<file path="config.mk">
export PLATFORM = sky130hd
export DESIGN_NAME = aludec_seq
export DESIGN_NICKNAME = d
export VERILOG_FILES = /design/src/rtl/aludec_pkg.sv /design/src/rtl/aludec_table.sv /design/src/rtl/aludec_seq.sv
export SDC_FILE = /design/constraint.sdc
export NUM_CORES = 1
export LEC_CHECK = 0
export ABC_AREA = 1
export BUFFER_PORTS_ARGS = -buffer_cell sky130_fd_sc_hd__buf_2
export CAP_MARGIN = 20
export CORE_MARGIN = 3
export CORE_UTILIZATION = 49
export DETAILED_ROUTE_END_ITERATION = 10
export PLACE_DENSITY = 0.76
export SYNTH_ARGS = -nofsm -noshare
export SYNTH_HDL_FRONTEND = slang
export SYNTH_SLANG_ARGS = --single-unit
</file>
<file path="constraint.sdc">
create_clock -name clk -period 1.6 [get_ports clk]
set_clock_uncertainty 0.05 [all_clocks]
set_input_delay 0.32 -clock clk [delete_from_list [all_inputs] [get_ports clk]]
set_output_delay 0.32 -clock clk [all_outputs]
set_load 0.01 [all_outputs]
</file>
<file path="src/rtl/aludec_pkg.sv">
// Shared constants and types for the sequencing ALU decoder family.
// Opcode class codes and ALU operation codes are the 3-bit base encodings.
// Decoders with a wider ALU op field zero-extend them.
package aludec_pkg;

    // Opcode classes, indexed by opcode[2:0] when opcode[MSB] = 0
    localparam logic [2:0] OPC_LW  = 3'b000;
    localparam logic [2:0] OPC_SW  = 3'b001;
    localparam logic [2:0] OPC_BEQ = 3'b010;
    localparam logic [2:0] OPC_BNE = 3'b011;
    localparam logic [2:0] OPC_BLT = 3'b100;
    localparam logic [2:0] OPC_JMP = 3'b101;
    localparam logic [2:0] OPC_MUL = 3'b110;
    localparam logic [2:0] OPC_DIV = 3'b111;

    // ALU operation codes
    localparam logic [2:0] ALU_ADD   = 3'b111;
    localparam logic [2:0] ALU_SUB   = 3'b110;
    localparam logic [2:0] ALU_CMPEQ = 3'b101;
    localparam logic [2:0] ALU_CMPLT = 3'b100;
    localparam logic [2:0] ALU_PASS  = 3'b000;

    // Sequencer states
    typedef enum logic [1:0] {
        IDLE   = 2'b00,
        SINGLE = 2'b01,
        BURST  = 2'b10
    } state_t;

    // Map a table-class opcode to its base ALU operation.
    // MUL runs add/shift steps and DIV runs sub/shift steps.
    function automatic logic [2:0] table_aluop(input logic [2:0] cls);
        logic [2:0] op;
        case (cls)
            OPC_LW:  op = ALU_ADD;
            OPC_SW:  op = ALU_ADD;
            OPC_BEQ: op = ALU_CMPEQ;
            OPC_BNE: op = ALU_CMPEQ;
            OPC_BLT: op = ALU_CMPLT;
            OPC_JMP: op = ALU_PASS;
            OPC_MUL: op = ALU_ADD;
            OPC_DIV: op = ALU_SUB;
            default: op = ALU_PASS;
        endcase
        return op;
    endfunction

    // True for the opcode classes that expand into a multi-step burst
    function automatic logic table_is_mc(input logic [2:0] cls);
        logic mc;
        case (cls)
            OPC_MUL: mc = 1'b1;
            OPC_DIV: mc = 1'b1;
            default: mc = 1'b0;
        endcase
        return mc;
    endfunction

endpackage

</file>
<file path="src/rtl/aludec_table.sv">
// Combinational opcode -> {aluop, is_multicycle} map.
// opcode[MSB] = 1 passes the low bits straight through as the ALU op.
// Otherwise the low three bits index the class table, and bits
// [ALUOP_W-1:3] play no part in the lookup.
module aludec_table
    import aludec_pkg::*;
#(
    parameter  int ALUOP_W  = 3,
    localparam int OPCODE_W = ALUOP_W + 1
) (
    input  logic [OPCODE_W-1:0] opcode,
    output logic [ALUOP_W-1:0]  aluop,
    output logic                is_multicycle
);

    // Decode the opcode into an ALU op and a burst flag
    always_comb begin
        aluop         = {ALUOP_W{1'b0}};
        is_multicycle = 1'b0;
        if (opcode[OPCODE_W-1]) begin
            aluop         = opcode[ALUOP_W-1:0];
            is_multicycle = 1'b0;
        end else begin
            aluop         = ALUOP_W'(table_aluop(opcode[2:0]));
            is_multicycle = table_is_mc(opcode[2:0]);
        end
    end

endmodule

</file>
<file path="src/rtl/aludec_seq.sv">
// Sequencing ALU decoder. It accepts one opcode per valid/ready handshake
// and presents a registered micro-op. MUL/DIV expand into MC_CYCLES
// micro-ops with an incrementing step index. A new opcode may be accepted
// in the same cycle as the final handshake of the previous one, so
// back-to-back instructions have no bubbles. flush discards everything in
// flight on the next edge.
module aludec_seq
    import aludec_pkg::*;
#(
    parameter  int ALUOP_W   = 3,
    parameter  int MC_CYCLES = 16,
    localparam int OPCODE_W  = ALUOP_W + 1,
    localparam int STEP_W    = $clog2(MC_CYCLES)
) (
    input  logic                clk,
    input  logic                rst_n,
    input  logic                flush,
    input  logic                in_valid,
    output logic                in_ready,
    input  logic [OPCODE_W-1:0] opcode,
    output logic                out_valid,
    input  logic                out_ready,
    output logic [ALUOP_W-1:0]  aluop,
    output logic [STEP_W-1:0]   step,
    output logic                last,
    output logic                busy
);

    localparam logic [STEP_W-1:0] STEP_LAST = STEP_W'(MC_CYCLES - 1);
    localparam logic [STEP_W-1:0] STEP_ZERO = {STEP_W{1'b0}};

    state_t               state_r;
    state_t               next_state_s;

    logic                 out_valid_r;
    logic [ALUOP_W-1:0]   aluop_r;
    logic [STEP_W-1:0]    step_r;
    logic                 last_r;

    logic                 out_valid_s;
    logic [ALUOP_W-1:0]   aluop_s;
    logic [STEP_W-1:0]    step_s;
    logic                 last_s;

    logic [ALUOP_W-1:0]   tbl_aluop_s;
    logic                 tbl_mc_s;
    logic                 in_ready_s;
    logic                 accept_s;
    logic                 out_hs_s;
    logic [STEP_W-1:0]    step_inc_s;

    aludec_table #(
        .ALUOP_W (ALUOP_W)
    ) u_table (
        .opcode        (opcode),
        .aluop         (tbl_aluop_s),
        .is_multicycle (tbl_mc_s)
    );

    // Handshake qualifiers. A new opcode may enter only when the output
    // register will be free after this edge. In a burst that means the
    // final step is being consumed right now.
    always_comb begin
        in_ready_s = rst_n && !flush
                     && ((state_r != BURST) || (last_r && out_ready))
                     && (!out_valid_r || out_ready);
        accept_s   = in_valid && in_ready_s;
        out_hs_s   = out_valid_r && out_ready;
        step_inc_s = step_r + STEP_W'(1);
    end

    // State register
    always_ff @(posedge clk or negedge rst_n) begin
        if (!rst_n) begin
            state_r <= IDLE;
        end else begin
            state_r <= next_state_s;
        end
    end

    // Next-state logic. Flush overrides every handshake.
    always_comb begin
        next_state_s = state_r;
        if (flush) begin
            next_state_s = IDLE;
        end else begin
            case (state_r)
                IDLE: begin
                    if (accept_s) begin
                        next_state_s = tbl_mc_s ? BURST : SINGLE;
                    end else begin
                        next_state_s = IDLE;
                    end
                end
                SINGLE: begin
                    if (accept_s) begin
                        next_state_s = tbl_mc_s ? BURST : SINGLE;
                    end else if (out_hs_s) begin
                        next_state_s = IDLE;
                    end else begin
                        next_state_s = SINGLE;
                    end
                end
                BURST: begin
                    if (accept_s) begin
                        next_state_s = tbl_mc_s ? BURST : SINGLE;
                    end else if (out_hs_s && last_r) begin
                        next_state_s = IDLE;
                    end else begin
                        next_state_s = BURST;
                    end
                end
                default: next_state_s = IDLE;
            endcase
        end
    end

    // Next value of the output register. It holds while stalled, loads on
    // accept and advances the step on a non-final burst handshake.
    always_comb begin
        out_valid_s = out_valid_r;
        aluop_s     = aluop_r;
        step_s      = step_r;
        last_s      = last_r;
        if (flush) begin
            out_valid_s = 1'b0;
            step_s      = STEP_ZERO;
            last_s      = 1'b0;
        end else if (accept_s) begin
            out_valid_s = 1'b1;
            aluop_s     = tbl_aluop_s;
            step_s      = STEP_ZERO;
            last_s      = !tbl_mc_s;
        end else if (out_hs_s) begin
            if (last_r) begin
                out_valid_s = 1'b0;
                step_s      = STEP_ZERO;
                last_s      = 1'b0;
            end else begin
                out_valid_s = 1'b1;
                step_s      = step_inc_s;
                last_s      = (step_inc_s == STEP_LAST);
            end
        end else begin
            out_valid_s = out_valid_r;
        end
    end

    // Output register. Reset drops any burst in flight.
    always_ff @(posedge clk or negedge rst_n) begin
        if (!rst_n) begin
            out_valid_r <= 1'b0;
            aluop_r     <= {ALUOP_W{1'b0}};
            step_r      <= STEP_ZERO;
            last_r      <= 1'b0;
        end else begin
            out_valid_r <= out_valid_s;
            aluop_r     <= aluop_s;
            step_r      <= step_s;
            last_r      <= last_s;
        end
    end

    assign in_ready  = in_ready_s;
    assign out_valid = out_valid_r;
    assign aluop     = aluop_r;
    assign step      = step_r;
    assign last      = last_r;
    assign busy      = (state_r == BURST);

endmodule

</file>
==> results of run 1 <==
layer usage:
layer  part of all wire  track usage
met3              0.050       0.0610
met1               0.45        0.208
met2               0.50        0.317
met5                  0            0
met4                  0       0.0241
area by class of cell:
| type | instances | area share |
|---|---|---|
| clock buffer | 4 | 0.0292 |
| timing repair buffer | 26 | 0.167 |
| multi-input combinational | 66 | 0.401 |
| tap | 15 | 0.0209 |
| inverter | 18 | 0.0752 |
| sequential | 11 | 0.306 |
worst max path at each step:
stage	slack (ns)	from	end	cells past startpoint
3_5_place_dp	0.27	flush	last$_DFFE_PN0P_	9
4_1_cts	0.04	out_valid$_DFFE_PN0P_	in_ready	5
2_1_floorplan	0.40	out_valid$_DFFE_PN0P_	in_ready	4
3_3_place_gp	0.30	flush	in_ready	6
6_report	0.08	last$_DFFE_PN0P_	in_ready	4
5_1_grt	0.02	state_r[0]$_DFF_PN0_	in_ready	4
through the flow:
| step | std cells | power [mW] |
|---|---|---|
| 2_1_floorplan | 96 | 0.411 |
| 3_5_place_dp | 130 | 0.472 |
| 5_1_grt | 140 | 0.713 |
| 4_1_cts | 136 | 0.661 |
| 3_3_place_gp | 130 | 0.468 |
| 6_report | 140 | 0.664 |
cells in the final DEF, fill, tap and decap left out, drive strengths merged:
cell type,n
nand2,33
buf,25
inv,18
dfrtp,11
nor2,7
nand3,6
o21ai,5
clkbuf,4
nand4,3
ha,3
a21oi,2
o22ai,2
and2,1
a21boi,1
mux2i,1
o221ai,1
or2,1
dlygate4sd3,1
flip-flops by register name (all words and copies together) (netlist names):
| signal | cells |
|---|---|
| step | 4 |
| aluop | 3 |
| state_r | 2 |
| last | 1 |
| out_valid | 1 |
repair_timing:
item / CTS / global route
hold endpoints to repair: 11 / 0
buffers inserted: 1 / 4
gates resized for setup: 0 / 1
hold buffers: 1 / 0
endpoints found under the setup margin: 1 / 1
pin swaps: 0 / 3
synthesized netlist by cell type, drive strengths merged:
cell type / instances
mux2i: 1
a21oi: 2
o22ai: 2
nand4: 3
a21boi: 1
ha: 3
inv: 18
dfrtp: 11
buf: 1
o221ai: 1
and2: 1
nand3: 6
nand2: 33
o21ai: 5
or2: 1
nor2: 7
worst reg2reg max path, delay by kind of cell (launching register included):
kind,cells,cell delay [ns]
simple gates,6,0.50
flops,1,0.40
buf+inv,3,0.26
power breakdown:
group | internal, mW | switching [mW]
clock network | 0.0962 | 0.0836
registers | 0.304 | 0.0188
logic | 0.0703 | 0.0912
cells by family after synthesis:
logic type      count (synthesis)
simple gates                   51
flops                          11
fa+ha+maj                       3
compound gates                 11
mux                             1
buf+inv                        19
==> metrics.md, run 1 <==
| Metric | Value |
|---|---|
| Area share of the largest cell type after synthesis | `0.385` |
| Critical path, cell by cell | `nand2_1 -> nand3_2 -> and2_1 -> buf_2` |
| Area overhead of the layout relative to synthesis | `25.7%` |
| Startpoint type of the worst setup path | `register` |
| Via count | `675` |
| Area occupied by multi-input gates | `360 um^2` |
| Synthesis-stage register bit count | `11` |
| Number of sinks driven by the clock tree | `11` |
| Nets | `138` |
| Initial core utilization | `0.536` |
| Fin worst setup slack | `0.0765 ns` |
| Vias per Instance | `4.82` |
| Number of buffers created by CTS | `3` |
| RSZ-0062 raised after global routing | `no` |
| Worst reg-to-reg setup slack | `0.27 ns` |
| Maximum number of buffers from clock root to sink | `2` |
| Count of fill cells added during filler insertion | `119` |
| CTS root buffer | `sky130_fd_sc_hd__clkbuf_4` |
| Mux contribution to synthesized area | `0.0140` |
| Top Family by Delay on Critical Path | `flip-flops` |
| Grt ovf | `0` |
| Floorplan row count | `13` |
| Clk pin slew, worst setup/hold paths | `0.07 ns` |
| Hold WS | `0.306 ns` |
| Worst r2r src | `out_valid$_DFFE_PN0P_` |
| Final RePlAce weighted congestion | `0.770` |
| Worst setup timing slack at the placement stage | `0.270 ns` |
| R2R Path End | `last$_DFFE_PN0P_` |
| Number of stages on the worst hold path | `4` |
| Num ports | `20` |
| TritonCTS clock tree | `built` |
| Antenna fix cells | `0` |
| Distinct cell type count of the synthesized netlist | `23` |
| Setup violators final | `0` |
| Die span in x | `44.2 um` |
| Area of the core | `0.00133 mm^2` |
| Avg Cell Area, Syn | `7.44 um^2` |
| Maximum number of pins on one net before global-route repair | `15` |
| Total DRC errors in the routed layout | `0` |
| Post-Syn Area | `714 um^2` |
| Required time of the critical path | `1.23 ns` |
| Number of levels the H-tree was split into | `1` |
| Drt initial violations | `12` |
| Slew at the pin closest to its max-slew limit | `0.201 ns` |
| Slew headroom | `0.866` |
| Synth Area in Simple Gates | `0.349` |
| Critical path fanouts, max | `3` |
| Syn Nets | `108` |
| Dominant cell type by area after synthesis | `sky130_fd_sc_hd__dfrtp_1` |
| Die area | `0.00195 mm^2` |
| Area taken by flip-flops and latches | `275 um^2` |
| Fmax | `656 MHz` |
| Wire length of the first global-routing pass | `2.55 mm` |
| Final count of pins violating max slew | `0` |
| Outcome | `finished, final reports clean` |
| Total half-perimeter wirelength after legalization and detailed placement | `1.20 mm` |
| Maximum single-stage delay on the critical path | `0.39 ns` |
| Share of post-route cells with drive strength above 1 | `0.304` |
| Worst Path Arrival | `1.15 ns` |
| Hold path start | `flush` |
| Critical path class | `register to output port` |
| Final core utilization | `0.674` |
| Part of the cycle the worst path needs | `0.952` |
| Synthesized instance count | `96` |
| Count of warnings emitted by yosys | `0` |
| Summed area of non-filler cells in the final layout | `898 um^2` |
| Number of nets with antenna violations after detailed routing | `0` |
| DRT Pass-1 Iters | `3` |
| Setup TNS after final layout | `0 ns` |
| Clk Latency, worst-skew pair | `0.26 ns` |
| Buffers & Inverters on Critical Path | `1` |
| Max Cap Violations | `0` |
| Mean routed wirelength per cell | `11.0 um` |
| Slowest cell on the critical path | `sky130_fd_sc_hd__dfrtp_1` |
| Die extent in y | `44.2 um` |
| Endpoint of the worst hold-timing path | `state_r[0]$_DFF_PN0_` |
| Post-Place Cell Area | `825 um^2` |
| Static Leakage | `0.530 nW` |
| Min-Delay Path Class | `primary input to register` |
| Part of the Yosys area used for sequential elements | `0.385` |
| Nature of the critical path endpoint | `output port` |
| Min Tclk post-route | `1.52 ns` |
| Initial antenna violation count | `0` |
| Hold Fails Final Rpt | `0` |
| Worst Reg-to-Reg Cells | `9` |
| Port bufs | `19` |
| XOR/XNOR Fraction of Synth Area | `0` |
| Largest family of logic cells by synthesized area | `simple AND/OR/NAND/NOR gates` |
| Fraction of the mapped netlist area in adder cells | `0.0525` |
| Worst VDD drop | `0.000780 V` |
| Pwr dens | `739 mW/mm^2` |
| Synth top area cells | `sky130_fd_sc_hd__dfrtp_1 39%, sky130_fd_sc_hd__nand2_1 16%, sky130_fd_sc_hd__inv_1 8.9%` |
| Complex-gate fraction of the synthesized area | `0.0893` |
| Number of global-route vias before repair | `623` |
| Total wirelength of the detailed-routed design | `1.53 mm` |
| Tot GR Track Use | `0.177` |
Power figures use the tool's default switching activity.
==> inputs of run 2 (changes only) <==
--- a/config.mk
+++ b/config.mk
@@ -11,7 +11,8 @@
 export CORE_MARGIN = 3
 export CORE_UTILIZATION = 49
 export DETAILED_ROUTE_END_ITERATION = 10
-export PLACE_DENSITY = 0.76
+export PLACE_DENSITY = 0.87
+export SLEW_MARGIN = 20
 export SYNTH_ARGS = -nofsm -noshare
 export SYNTH_HDL_FRONTEND = slang
 export SYNTH_SLANG_ARGS = --single-unit
==> metrics.md, run 2 (synthesis results as in run 1) <==
| Metric | Value |
|---|---|
| Initial antenna violation count | `0 (unchanged)` |
| Combinational Power Share | `0.239 (was 0.243)` |
| Highest-count cells in the layout ignoring fill and taps | `31 x sky130_fd_sc_hd__nand2_1, 18 x sky130_fd_sc_hd__buf_2, 16 x sky130_fd_sc_hd__inv_1 (was 31 x sky130_fd_sc_hd__nand2_1, 19 x sky130_fd_sc_hd__buf_2, 16 x sky130_fd_sc_hd__inv_1)` |
| Nature of the critical path endpoint | `output port (unchanged)` |
| Worst VDD drop | `0.000457 V (was 0.000780 V)` |
| Routing usage on met3 | `0.0366 (was 0.0610)` |
| Initial core utilization | `0.536 (unchanged)` |
| Outcome | `finished, final reports clean (unchanged)` |
| Setup violators final | `0 (unchanged)` |
| Proportion of power drawn by flip-flops and latches | `0.481 (was 0.486)` |
| Critical path class | `register to output port (unchanged)` |
| TritonCTS clock tree | `built (unchanged)` |
| Part of the cycle the worst path needs | `0.974 (was 0.952)` |
| Maximum number of pins on one net before global-route repair | `15 (unchanged)` |
| Worst Path Arrival | `1.19 ns (was 1.15 ns)` |
| RSZ-0062 raised after global routing | `yes (was no)` |
| Count of fill cells added during filler insertion | `117 (was 119)` |
| Number of global-route vias before repair | `687 (was 623)` |
| Number of nets with antenna violations after detailed routing | `0 (unchanged)` |
| Max Cap Violations | `0 (unchanged)` |
| Antenna fix cells | `0 (unchanged)` |
| Port bufs | `19 (unchanged)` |
| CTS root buffer | `sky130_fd_sc_hd__clkbuf_4 (unchanged)` |
| Maximum number of buffers from clock root to sink | `2 (unchanged)` |
| Area of the core | `0.00133 mm^2 (unchanged)` |
| Number of buffers created by CTS | `3 (unchanged)` |
| Worst r2r src | `out_valid$_DFFE_PN0P_ (unchanged)` |
| Final core utilization | `0.673 (was 0.674)` |
| Tot GR Track Use | `0.197 (was 0.177)` |
| Clk Latency, worst-skew pair | `0.26 ns (about the same)` |
| Hold WS | `0.281 ns (was 0.306 ns)` |
| Most used routing layer | `met2 (unchanged)` |
| Final count of pins violating max slew | `0 (unchanged)` |
| Summed area of non-filler cells in the final layout | `897 um^2 (was 898 um^2)` |
| Number of sinks driven by the clock tree | `11 (unchanged)` |
| Fmax | `641 MHz (was 656 MHz)` |
| Drt initial violations | `8 (was 12)` |
| Critical path launch point | `out_valid$_DFFE_PN0P_ (was last$_DFFE_PN0P_)` |
| Met1 routing resource usage after global routing | `0.227 (was 0.208)` |
| Pwr dens | `750 mW/mm^2 (was 739 mW/mm^2)` |
| Area taken by flip-flops and latches | `275 um^2 (unchanged)` |
| Die span in x | `44.2 um (unchanged)` |
| Min-Delay Path Class | `primary input to register (unchanged)` |
| Flip-flop count of the largest register, all copies and words added | `4 (unchanged)` |
| Critical path fanouts, max | `4 (was 3)` |
| Die extent in y | `44.2 um (unchanged)` |
| Global-route track usage on met2 | `0.337 (was 0.317)` |
| Nets | `136 (was 138)` |
| Share of total power consumed by net switching | `0.300 (was 0.291)` |
| Die area | `0.00195 mm^2 (unchanged)` |
| Worst setup timing slack at the placement stage | `0.277 ns (was 0.270 ns)` |
| Number of stages on the worst hold path | `4 (unchanged)` |
| Slew at the pin closest to its max-slew limit | `0.217 ns (was 0.201 ns)` |
| Clk pin slew, worst setup/hold paths | `0.07 ns (about the same)` |
| Post-Place Cell Area | `825 um^2 (unchanged)` |
| Min Tclk post-route | `1.56 ns (was 1.52 ns)` |
| Via count | `691 (was 675)` |
| Share of post-route cells with drive strength above 1 | `0.301 (was 0.304)` |
| Vias per Instance | `5.01 (was 4.82)` |
| Num ports | `20 (unchanged)` |
| Number of levels the H-tree was split into | `1 (unchanged)` |
| Final RePlAce weighted congestion | `0.757 (was 0.770)` |
| Worst Reg-to-Reg Cells | `9 (unchanged)` |
| Area overhead of the layout relative to synthesis | `25.6% (was 25.7%)` |
| Area occupied by multi-input gates | `368 um^2 (was 360 um^2)` |
| Required time of the critical path | `1.23 ns (about the same)` |
| Cell Int Power | `0.471 mW (about the same)` |
| Grt ovf | `0 (unchanged)` |
| Hold Fails Final Rpt | `0 (unchanged)` |
| Fin worst setup slack | `0.0411 ns (was 0.0765 ns)` |
| Most common library cell in the layout ignoring fill and taps | `sky130_fd_sc_hd__nand2_1 (unchanged)` |
| Wire length of the first global-routing pass | `2.80 mm (was 2.55 mm)` |
| Total DRC errors in the routed layout | `0 (unchanged)` |
| Static Leakage | `0.523 nW (was 0.530 nW)` |
| Worst reg-to-reg setup slack | `0.20 ns (was 0.27 ns)` |
| R2R Path End | `step[3]$_DFFE_PN0P_ (was last$_DFFE_PN0P_)` |
| Mean routed wirelength per cell | `11.4 um (was 11.0 um)` |
| Switching power total | `0.202 mW (was 0.193 mW)` |
| Share of total power in the clock network | `0.280 (was 0.271)` |
| Hold path start | `flush (unchanged)` |
| Total wirelength of the detailed-routed design | `1.57 mm (was 1.53 mm)` |
| DRT Pass-1 Iters | `4 (was 3)` |
| Startpoint type of the worst setup path | `register (unchanged)` |
| Endpoint of the worst hold-timing path | `state_r[0]$_DFF_PN0_ (unchanged)` |
| Total half-perimeter wirelength after legalization and detailed placement | `1.23 mm (was 1.20 mm)` |
| Floorplan row count | `13 (unchanged)` |
| Slew headroom | `0.854 (was 0.866)` |
-- run 2: final cells by class --
class                   count  area share
multi-input cells          66       0.410
repair buffers             24       0.158
inverters                  18      0.0753
clock buffers               4      0.0293
well taps                  15      0.0209
flip-flops and latches     11       0.307
-- run 2: power by group through the flow --
stage               Combinational (mW)  Clock, mW  Sequential (mW)
floorplan                       0.0722          0            0.338
global placement                 0.140          0            0.328
detailed placement               0.144          0            0.329
CTS                              0.148      0.194            0.323
global route                     0.180      0.211            0.328
finish                           0.161      0.189            0.323
-- run 2: metal layers --
| metal | vias up | routed length [um] | part of all wire |
|---|---|---|---|
| met1 | 317 | 715 | 0.45 |
| met5 | - | 0 | 0 |
| li1 | 358 | - | - |
| met4 | 0 | 19 | 0.012 |
| met2 | 14 | 788 | 0.50 |
| met3 | 2 | 51 | 0.032 |
-- run 2: timing repair --
action | in CTS | in global routing
hold endpoints to repair | 11 | 0
gates resized for setup | 0 | 4
hold buffers | 1 | 0
setup endpoints to repair | 1 | 1
buffers inserted | 1 | 2
pin swaps | 0 | 1
-- run 2: critical path: stages (launching register included) --
cell	delay, ns
sky130_fd_sc_hd__dfrtp_1	0.43
sky130_fd_sc_hd__inv_2	0.10
sky130_fd_sc_hd__nor2_4	0.04
sky130_fd_sc_hd__nor2_4	0.11
sky130_fd_sc_hd__and2_4	0.15
sky130_fd_sc_hd__buf_6	0.09
-- run 2: worst max-delay path by stage --
stage,to,cells after the start
3_3_place_gp,in_ready,5
6_report,in_ready,5
4_1_cts,in_ready,5
3_5_place_dp,step[3]$_DFFE_PN0P_,9
2_1_floorplan,in_ready,4
5_1_grt,in_ready,4
-- run 2: stage by stage --
step	std cells	total power [mW]	TNS (ns)
after floorplan	96	0.411	0
after global placement	130	0.468	0
after detailed placement	130	0.473	0
after CTS	136	0.665	0
after global routing	138	0.719	-0.0164
final	138	0.673	0
